## config.mk

```make
export PLATFORM = sky130hd
export DESIGN_NAME = cmp_seq
export DESIGN_NICKNAME = d
export VERILOG_FILES = /design/src/rtl/cmp_pkg.sv /design/src/rtl/cmp_chunk.sv /design/src/rtl/cmp_seq.sv
export SDC_FILE = /design/constraint.sdc
export NUM_CORES = 1
export LEC_CHECK = 0
export BUFFER_PORTS_ARGS = -buffer_cell sky130_fd_sc_hd__buf_2
export CAP_MARGIN = 20
export CORE_MARGIN = 10
export CORE_UTILIZATION = 30
export CTS_CLUSTER_SIZE = 14
export DETAILED_ROUTE_END_ITERATION = 16
export GPL_TIMING_DRIVEN = 0
export PLACE_DENSITY = 0.56
export SYNTH_ARGS = -nofsm -noshare
export SYNTH_HDL_FRONTEND = slang
export SYNTH_SLANG_ARGS = --single-unit
```

## constraint.sdc

```tcl
create_clock -name clk -period 5.7 [get_ports clk]
set_input_delay 0.285 -clock clk [delete_from_list [all_inputs] [get_ports clk]]
set_output_delay 0.285 -clock clk [all_outputs]
set_load 0.01 [all_outputs]
```

## src/rtl/cmp_pkg.sv

```systemverilog
// Shared definitions for the sequential branch comparator: ctrl encodings,
// FSM state type and the final result select.
// No logic of its own; imported by cmp_chunk and cmp_seq.
package cmp_pkg;

  // Branch condition encodings on ctrl; 3'b000 and 3'b111 are unused codes
  localparam logic [2:0] CMP_EQ  = 3'b001;
  localparam logic [2:0] CMP_NE  = 3'b010;
  localparam logic [2:0] CMP_LT  = 3'b011;
  localparam logic [2:0] CMP_LTU = 3'b100;
  localparam logic [2:0] CMP_GE  = 3'b101;
  localparam logic [2:0] CMP_GEU = 3'b110;

  typedef enum logic [1:0] {
    IDLE = 2'd0,
    SCAN = 2'd1,
    DONE = 2'd2
  } cmp_state_t;

  // Map the scan outcome onto the requested condition; unused codes give 0
  function automatic logic cmp_result(input logic [2:0] ctrl,
                                      input logic       eq,
                                      input logic       lt_s,
                                      input logic       ltu);
    logic r;
    r = 1'b0;
    case (ctrl)
      CMP_EQ:  r = eq;
      CMP_NE:  r = !eq;
      CMP_LT:  r = lt_s;
      CMP_LTU: r = ltu;
      CMP_GE:  r = !lt_s;
      CMP_GEU: r = !ltu;
      default: r = 1'b0;
    endcase
    return r;
  endfunction

endpackage

```

## src/rtl/cmp_chunk.sv

```systemverilog
// One CHUNK-bit slice compare: inequality and unsigned less-than.
// Purely combinational, zero latency.
// No handshake; the parent selects which slice is presented.
module cmp_chunk #(
  parameter int CHUNK = 8
) (
  input  logic [CHUNK-1:0] a_i,
  input  logic [CHUNK-1:0] b_i,
  output logic             neq_o,
  output logic             ltu_o
);

  assign neq_o = (a_i != b_i);
  assign ltu_o = (a_i <  b_i);

endmodule

```

## src/rtl/cmp_seq.sv

```systemverilog
// Multi-cycle magnitude/equality comparator, scanning CHUNK bits per cycle MSB-first.
// Latency: result valid NCHUNK+1 cycles after the accept cycle (earlier on a
//   difference when CMP_SEQ_EARLY_EXIT_EN is defined). Holds result under out_ready=0; accepts only when idle.
module cmp_seq
  import cmp_pkg::*;
#(
  parameter int WIDTH = 32,
  parameter int CHUNK = 8   // must divide WIDTH
) (
  input  logic             clk,
  input  logic             rst,
  input  logic             in_valid,
  output logic             in_ready,
  input  logic [WIDTH-1:0] a,
  input  logic [WIDTH-1:0] b,
  input  logic [2:0]       ctrl,
  output logic             out_valid,
  input  logic             out_ready,
  output logic             c
);

  localparam int NCHUNK = WIDTH / CHUNK;
  localparam int IDXW   = (NCHUNK > 1) ? $clog2(NCHUNK) : 1;
  localparam logic [IDXW-1:0] IDX_TOP = IDXW'(NCHUNK - 1);

  cmp_state_t       state_q;
  logic [WIDTH-1:0] a_q, b_q;
  logic [2:0]       ctrl_q;
  logic [IDXW-1:0]  idx_q;
  logic             decided_q, ltu_q;
  logic             sdiff_q, asign_q;
  logic             c_q, out_valid_q, in_ready_q;

  // Operands viewed as chunk arrays so the scan index selects a slice directly
  logic [NCHUNK-1:0][CHUNK-1:0] a_chunks, b_chunks;
  assign a_chunks = a_q;
  assign b_chunks = b_q;

  logic chunk_neq, chunk_ltu;

  cmp_chunk #(.CHUNK(CHUNK)) u_chunk (
    .a_i   (a_chunks[idx_q]),
    .b_i   (b_chunks[idx_q]),
    .neq_o (chunk_neq),
    .ltu_o (chunk_ltu)
  );

  logic decided_d, ltu_d, lt_s_d, res_d, scan_exit;

  // Flag update for the current chunk and the result as it would stand if the scan ended now
  always_comb begin
    decided_d = decided_q | chunk_neq;
    ltu_d     = (!decided_q && chunk_neq) ? chunk_ltu : ltu_q;
    // Differing sign bits settle signed order by A's sign alone
    lt_s_d    = sdiff_q ? asign_q : ltu_d;
    res_d     = cmp_result(ctrl_q, !decided_d, lt_s_d, ltu_d);
`ifdef CMP_SEQ_EARLY_EXIT_EN
    // The first differing chunk from the top fully decides the order
    scan_exit = (idx_q == '0) || (!decided_q && chunk_neq);
`else
    scan_exit = (idx_q == '0);
`endif
  end

  // Control FSM with operand/flag registers and registered handshake outputs
  always_ff @(posedge clk) begin
    if (rst) begin
      state_q     <= IDLE;
      a_q         <= '0;
      b_q         <= '0;
      ctrl_q      <= '0;
      idx_q       <= '0;
      decided_q   <= 1'b0;
      ltu_q       <= 1'b0;
      sdiff_q     <= 1'b0;
      asign_q     <= 1'b0;
      c_q         <= 1'b0;
      out_valid_q <= 1'b0;
      in_ready_q  <= 1'b1;
    end else begin
      case (state_q)
        IDLE: begin
          if (in_valid) begin
            a_q        <= a;
            b_q        <= b;
            ctrl_q     <= ctrl;
            idx_q      <= IDX_TOP;
            decided_q  <= 1'b0;
            ltu_q      <= 1'b0;
            sdiff_q    <= a[WIDTH-1] ^ b[WIDTH-1];
            asign_q    <= a[WIDTH-1];
            in_ready_q <= 1'b0;
            state_q    <= SCAN;
          end
        end
        SCAN: begin
          decided_q <= decided_d;
          ltu_q     <= ltu_d;
          if (scan_exit) begin
            c_q         <= res_d;
            out_valid_q <= 1'b1;
            state_q     <= DONE;
          end else begin
            idx_q <= idx_q - 1'b1;
          end
        end
        DONE: begin
          if (out_ready) begin
            out_valid_q <= 1'b0;
            in_ready_q  <= 1'b1;
            state_q     <= IDLE;
          end
        end
        default: begin
          out_valid_q <= 1'b0;
          in_ready_q  <= 1'b1;
          state_q     <= IDLE;
        end
      endcase
    end
  end

  assign in_ready  = in_ready_q;
  assign out_valid = out_valid_q;
  assign c         = c_q;

endmodule

```

==> results.sh, run 1 <==
export IMPL_vias=3120
export IMPL_cts_setup_buffers=0
export IMPL_ys_seq_area_share_pct=44.0
export IMPL_holdCritPathClass="in -> reg"
export IMPL_ys_seq_elements=77
export IMPL_skew_ns=0.00641
export IMPL_cp_start_kind="register"
export IMPL_syn_area_um2=3500
export IMPL_track_usage_pct=12.6
export IMPL_final_common_cell="nand2_1"
export IMPL_worst_pin_slew_ns=0.595
export IMPL_rsz0062_at_grt="no"
export IMPL_synth_area_per_cell_um2=8.47
export IMPL_fp_dieH_um=128
export IMPL_path_clk_slew_ns=0.06
export IMPL_period_needed_ns=2.80
export IMPL_initial_core_util_pct=30.6
export IMPL_utilization_pct=38.0
export IMPL_critPathKind="reg -> reg"
export IMPL_whs_ns=0.181
export IMPL_final_cell_mix="nand2_1 (138), buf_2 (85), dfxtp_1 (77), a21oi_1 (75), mux4_2 (16)"
export IMPL_gp_congestion=0.783
export IMPL_drt_wirelength_per_cell_um=15.8
export IMPL_fin_nets=576
export IMPL_cts_resized=0
export IMPL_antenna_found_initial=0
export IMPL_cts_root_buffer="clkbuf_16"
export IMPL_placed_cells=628
export IMPL_viasPerCell=4.85
export IMPL_cts_sinks=77
export IMPL_syn2layout_area_growth_pct=24.0
export IMPL_total_power_w=0.00150
export IMPL_n_antenna_cell=0
export IMPL_rrSetupSlack_ns=2.90
export IMPL_fin_crit_sh_pct=49.1
export IMPL_numPortBuffers=72
export IMPL_hold_viol=0
export IMPL_row_count=39
export IMPL_cts_made_buffers=9
export IMPL_drt_total_wl_um=10200
export IMPL_worstPathMaxFanout=10
export IMPL_maxCapViolations=0
export IMPL_reg2reg_depth=9
export IMPL_leakage_nw=1.75
export IMPL_fillers=1236
export IMPL_grt_pass1_vias=3244
export IMPL_hold_path_cell_count=3
export IMPL_relSlewSlack_pct=60.3
export IMPL_setup_viol=0
export IMPL_cp_required_ns=5.92
export IMPL_drtIter0Drc=112
export IMPL_ys_warnings_count=0
export IMPL_min_to="b_chunks[2]"
export IMPL_io_pins=74
export IMPL_dp_hpwl_um=7770
export IMPL_fin_setup_tns_ns=0
export IMPL_clk_path_buf_depth=2
export IMPL_slew_viol_final=0
export IMPL_syn_instance_count=413
export IMPL_synth_ff_type="dfxtp_1"
export IMPL_drc=0
export IMPL_die_area_um2=16400
export IMPL_grt_remaining_overflow=0
export IMPL_grt_max_degree=13
export IMPL_ir_worst_vdd_mv=0.175
export IMPL_crit_arrival_ns=3.02
export IMPL_grt_pass1_wl_um=16100
export IMPL_ys_types=42
export IMPL_h_tree_depth=3
export IMPL_drive_above_1_share_pct=26.2
export IMPL_ant_nets=0
export IMPL_min_from="b[2]"
export IMPL_dr_pass1_iters=4
export IMPL_async_flop_share_pct=0
export IMPL_core_area_um2=11400
export IMPL_end_kind="register"
export IMPL_synth_edff_count=0
export IMPL_cts_tree="yes"
export IMPL_timing_rr_end="c"
export IMPL_max_freq_ghz=0.357
export IMPL_reg2reg_from="idx_q[0]"
export IMPL_holdBufCountCts=0
export IMPL_dieWidth_um=128
export IMPL_clk_latency_ns=0.34
export IMPL_p_per_area_nw_per_um2=345
export IMPL_synth_fp_nets=493
export IMPL_outcome="finished, final reports clean"
export IMPL_stdcell_count=643
final cells by class:
class | instances | area [um^2] | share of cell area [%]
multi-input cells | 294 | 1760 | 40.6
clock buffers | 11 | 253 | 5.82
repair buffers | 72 | 360 | 8.30
clock inverters | 4 | 47.5 | 1.10
inverters | 13 | 48.8 | 1.12
well taps | 143 | 179 | 4.12
flip-flops and latches | 77 | 1540 | 35.5
plain buffers | 29 | 148 | 3.40
cells by family after synthesis:
group / count (synthesis) / share of synthesized area [%]
xor gates and xnor gates: 1 / 0.250
AOI/OAI and AO/OA: 94 / 15.0
adders and majority gates: 9 / 3.22
DFF: 77 / 44.0
buffers and inverters: 42 / 5.61
muxes: 17 / 10.6
and+or+nand+nor: 173 / 21.3
Yosys cell counts, types with 3 or more instances:
library cell,n,share of area [%]
a211oi_1,4,0.86
a21oi_1,75,11
buf_2,13,1.9
buf_4,6,1.3
clkbuf_1,9,0.97
dfxtp_1,77,44
ha_1,9,3.2
inv_1,12,1.3
mux4_2,16,10
nand2_1,138,15
nand2b_1,5,0.89
nand3b_1,3,0.64
nor2_1,9,0.97
nor3_1,4,0.57
o21ai_0,3,0.43
flip-flops by register name (all words and copies together), names as in the netlist:
| register | cells |
|---|---|
| a_chunks | 32 |
| b_chunks | 32 |
| c | 1 |
| ctrl_q | 3 |
| decided_q | 1 |
| idx_q | 2 |
| in_ready | 1 |
| ltu_q | 1 |
| out_valid | 1 |
| sdiff_q | 1 |
| state_q | 2 |
per-layer routing:
layer  part of all wire [%]  up-vias  GRT usage [%]
li1                       -     1577              -
met1                     43     1469           14.6
met2                     50       60           21.2
met3                    4.6       14           3.43
met4                    2.1        0           5.30
met5                      0        -              0
critical path: stages, from the launching register on:
cell      delay, ns
dfxtp_1        0.30
buf_4          0.22
buf_4          0.26
mux4_2         0.52
ha_1           0.36
a211oi_2       0.23
o21ai_1        0.12
o41ai_2        0.40
or3_1          0.18
o211ai_2       0.08
power by group:
part / switching, W / internal (W) / total (W)
registers: 0.0000259 / 0.000582 / 0.000608
clock network: 0.000218 / 0.000359 / 0.000576
logic: 0.000179 / 0.000136 / 0.000315
total: 0.000422 / 0.00108 / 0.00150
worst max-delay path by stage:
stage | depth (start not counted) | endpoint | slack (ns) | from
6_report | 9 | c | 2.90 | idx_q[0]
5_1_grt | 9 | c | 2.73 | idx_q[0]
4_1_cts | 9 | c | 2.88 | idx_q[0]
3_5_place_dp | 9 | c | 2.90 | idx_q[0]
3_3_place_gp | 9 | c | 2.92 | idx_q[0]
2_1_floorplan | 9 | c | 3.13 | idx_q[0]
metrics by stage:
step	setup WS [ns]	instance area [um^2]
floorplan	3.13	3500
global placement	2.92	4040
detailed placement	2.90	4040
CTS	2.88	4340
global route	2.73	4340
finish	2.90	4340
Note: power is estimated with default switching activity, not from simulation.
==> inputs of run 2 (changes only) <==
--- a/config.mk
+++ b/config.mk
@@ -12,7 +12,7 @@
 export CTS_CLUSTER_SIZE = 14
 export DETAILED_ROUTE_END_ITERATION = 16
 export GPL_TIMING_DRIVEN = 0
-export PLACE_DENSITY = 0.56
+export PLACE_DENSITY = 0.58
 export SYNTH_ARGS = -nofsm -noshare
 export SYNTH_HDL_FRONTEND = slang
 export SYNTH_SLANG_ARGS = --single-unit
==> constraint.sdc (replaced) <==
create_clock -name clk -period 2.47 [get_ports clk]
set_input_delay 0.1235 -clock clk [delete_from_list [all_inputs] [get_ports clk]]
set_output_delay 0.1235 -clock clk [all_outputs]
set_load 0.01 [all_outputs]
==> run 2 against run 1 <==
- the flow now finishes with violations (setup timing)
- hold slack got worse by 0.15 ns
- routed wire length increased by 3.5%
- register-to-register slack got worse by 3.0 ns
- first-iteration DRC count decreased by 1.8%
- cell count increased by 0.78%
- count of clock-buffer cells in the layout increased by 5
- cell area increased by 4.6%
- fmax increased by 10%
- utilization increased by 1.8 points
- sequential power increased by 130%
- critical endpoint unchanged
- largest cell class unchanged
- largest power group unchanged
==> results.sh, run 2 (synthesis gave the netlist of run 1 again) <==
export IMPL_reg2reg_depth=10
export IMPL_h_tree_depth=3
export IMPL_utilization_pct=39.8
export IMPL_grt_pass1_wl_um=16600
export IMPL_timing_rr_end="c"
export IMPL_leakage_nw=1.80
export IMPL_holdBufCountCts=0
export IMPL_viasPerCell=4.78
export IMPL_row_count=39
export IMPL_crit_family="compound AO/OA/AOI/OAI gates"
export IMPL_critPathSlowestCell="mux4_2"
export IMPL_slew_viol_final=0
export IMPL_cp_required_ns=2.69
export IMPL_fp_dieH_um=128
export IMPL_rrSetupSlack_ns=-0.06
export IMPL_maxCapViolations=0
export IMPL_ir_worst_vdd_mv=0.313
export IMPL_vias=3100
export IMPL_antenna_found_initial=0
export IMPL_gp_congestion=0.804
export IMPL_placed_cells=628
export IMPL_holdCritPathClass="in -> reg"
export IMPL_fin_nets=580
export IMPL_finalWorstSetupSlack_ns=-0.0644
export IMPL_hold_viol=0
export IMPL_fin_crit_sh_pct=103
export IMPL_final_common_cell="nand2_1"
export IMPL_drtIter0Drc=110
export IMPL_min_from="b[4]"
export IMPL_dieWidth_um=128
export IMPL_stdcell_count=648
export IMPL_clk_path_buf_depth=2
export IMPL_p_per_area_nw_per_um2=779
export IMPL_crit_arrival_ns=2.75
export IMPL_initial_core_util_pct=30.6
export IMPL_max_freq_ghz=0.395
export IMPL_min_to="b_chunks[4]"
export IMPL_n_antenna_cell=0
export IMPL_cts_tree="yes"
export IMPL_path_clk_slew_ns=0.05
export IMPL_skew_ns=0.00356
export IMPL_end_kind="register"
export IMPL_drt_total_wl_um=10500
export IMPL_cts_sinks=77
export IMPL_track_usage_pct=12.8
export IMPL_critPathKind="reg -> reg"
export IMPL_dr_pass1_iters=4
export IMPL_dp_hpwl_um=7830
export IMPL_slowest_delay_ns=0.49
export IMPL_ant_nets=0
export IMPL_setup_viol=2
export IMPL_violations="setup timing"
export IMPL_rsz0062_at_grt="yes"
export IMPL_core_area_um2=11400
export IMPL_cts_made_buffers=9
export IMPL_syn2layout_area_growth_pct=29.7
export IMPL_grt_remaining_overflow=0
export IMPL_die_area_um2=16400
export IMPL_numPortBuffers=72
export IMPL_cp_cell_sequence="buf_8, buf_12, mux4_2, inv_1, ha_4, a21oi_1, o21ai_2, o41ai_4, or3_1, o211ai_2"
export IMPL_drc=0
export IMPL_drt_wirelength_per_cell_um=16.2
export IMPL_clk_latency_ns=0.34
export IMPL_cp_start_kind="register"
export IMPL_drive_above_1_share_pct=28.9
export IMPL_relSlewSlack_pct=58.8
export IMPL_cp_num_buf_inv=3
export IMPL_hold_path_cell_count=3
export IMPL_io_pins=74
export IMPL_outcome="finished with violations"
export IMPL_cts_root_buffer="clkbuf_16"
export IMPL_period_needed_ns=2.53
export IMPL_final_cell_mix="nand2_1 (138), buf_2 (84), dfxtp_1 (76), a21oi_1 (75), mux4_2 (16)"
export IMPL_grt_pass1_vias=3363
export IMPL_grt_max_degree=12
export IMPL_reg2reg_from="idx_q[0]"
export IMPL_worstPathMaxFanout=6
export IMPL_worst_pin_slew_ns=0.618
run 2: cell types whose count changed in the layout (fill, tap and decap cells not counted), sizes merged:
cell and change:
clkbuf +5, clkinvlp -1, buf +4, clkinv -2, bufinv -1
run 2: per-stage QoR:
step	total power, W	setup TNS (ns)	worst slack [ns]	instance area, um^2	hold WS, ns
final	0.00354	-0.109	-0.0644	4540	0.0262
after global routing	0.00372	-0.293	-0.157	4540	0.0319
after CTS	0.00352	0	0.00248	4500	0.0231
after detailed placement	0.00217	-0.314	-0.201	4060	0.373
after global placement	0.00215	-0.252	-0.172	4060	0.365
after floorplan	0.00194	0	0.0168	3520	0.259
run 2: tightest hold or removal path: cells and delay by family:
kind	cells	cell delay, ns
buffers and inverters	1	0.09
AOI/OAI and AO/OA	1	0.05
and+or+nand+nor	1	0.05
run 2: layout make-up:
| cell class | instances | area (um^2) |
|---|---|---|
| fill | 1181 | 6880 |
| multi-input combinational | 294 | 1900 |
| timing repair buffer | 76 | 403 |
| inverter | 13 | 48.8 |
| clock buffer | 16 | 292 |
| buffer | 29 | 174 |
| tap | 143 | 179 |
| sequential | 77 | 1540 |
run 2: worst max-delay path by stage:
stage                     to      from  cells past startpoint
after floorplan            c  idx_q[0]                      9
after global placement     c  idx_q[0]                      9
after detailed placement   c  idx_q[0]                      9
after CTS                  c  idx_q[0]                     10
after global routing       c  idx_q[0]                     10
final                      c  idx_q[0]                     10
run 2: power by group:
group | internal (W) | leakage (nW) | switching, W
Clock | 0.000791 | 0.143 | 0.000475
Sequential | 0.00134 | 0.633 | 0.0000656
Combinational | 0.000397 | 1.02 | 0.000466
run 2: metal layers:
layer / track usage [%] / routed length, um / up-vias
li1: - / - / 1576
met1: 15.3 / 4630 / 1457
met2: 21.4 / 5300 / 56
met3: 3.18 / 420 / 11
met4: 5.23 / 169 / 0
met5: 0 / 0 / -
run 2: what timing repair did:
action	4_1_cts	5_1_grt
gates resized for setup	15	4
buffers inserted	3	1
hold endpoints to repair	0	0
setup endpoints to repair	2	2
pin swaps	6	3
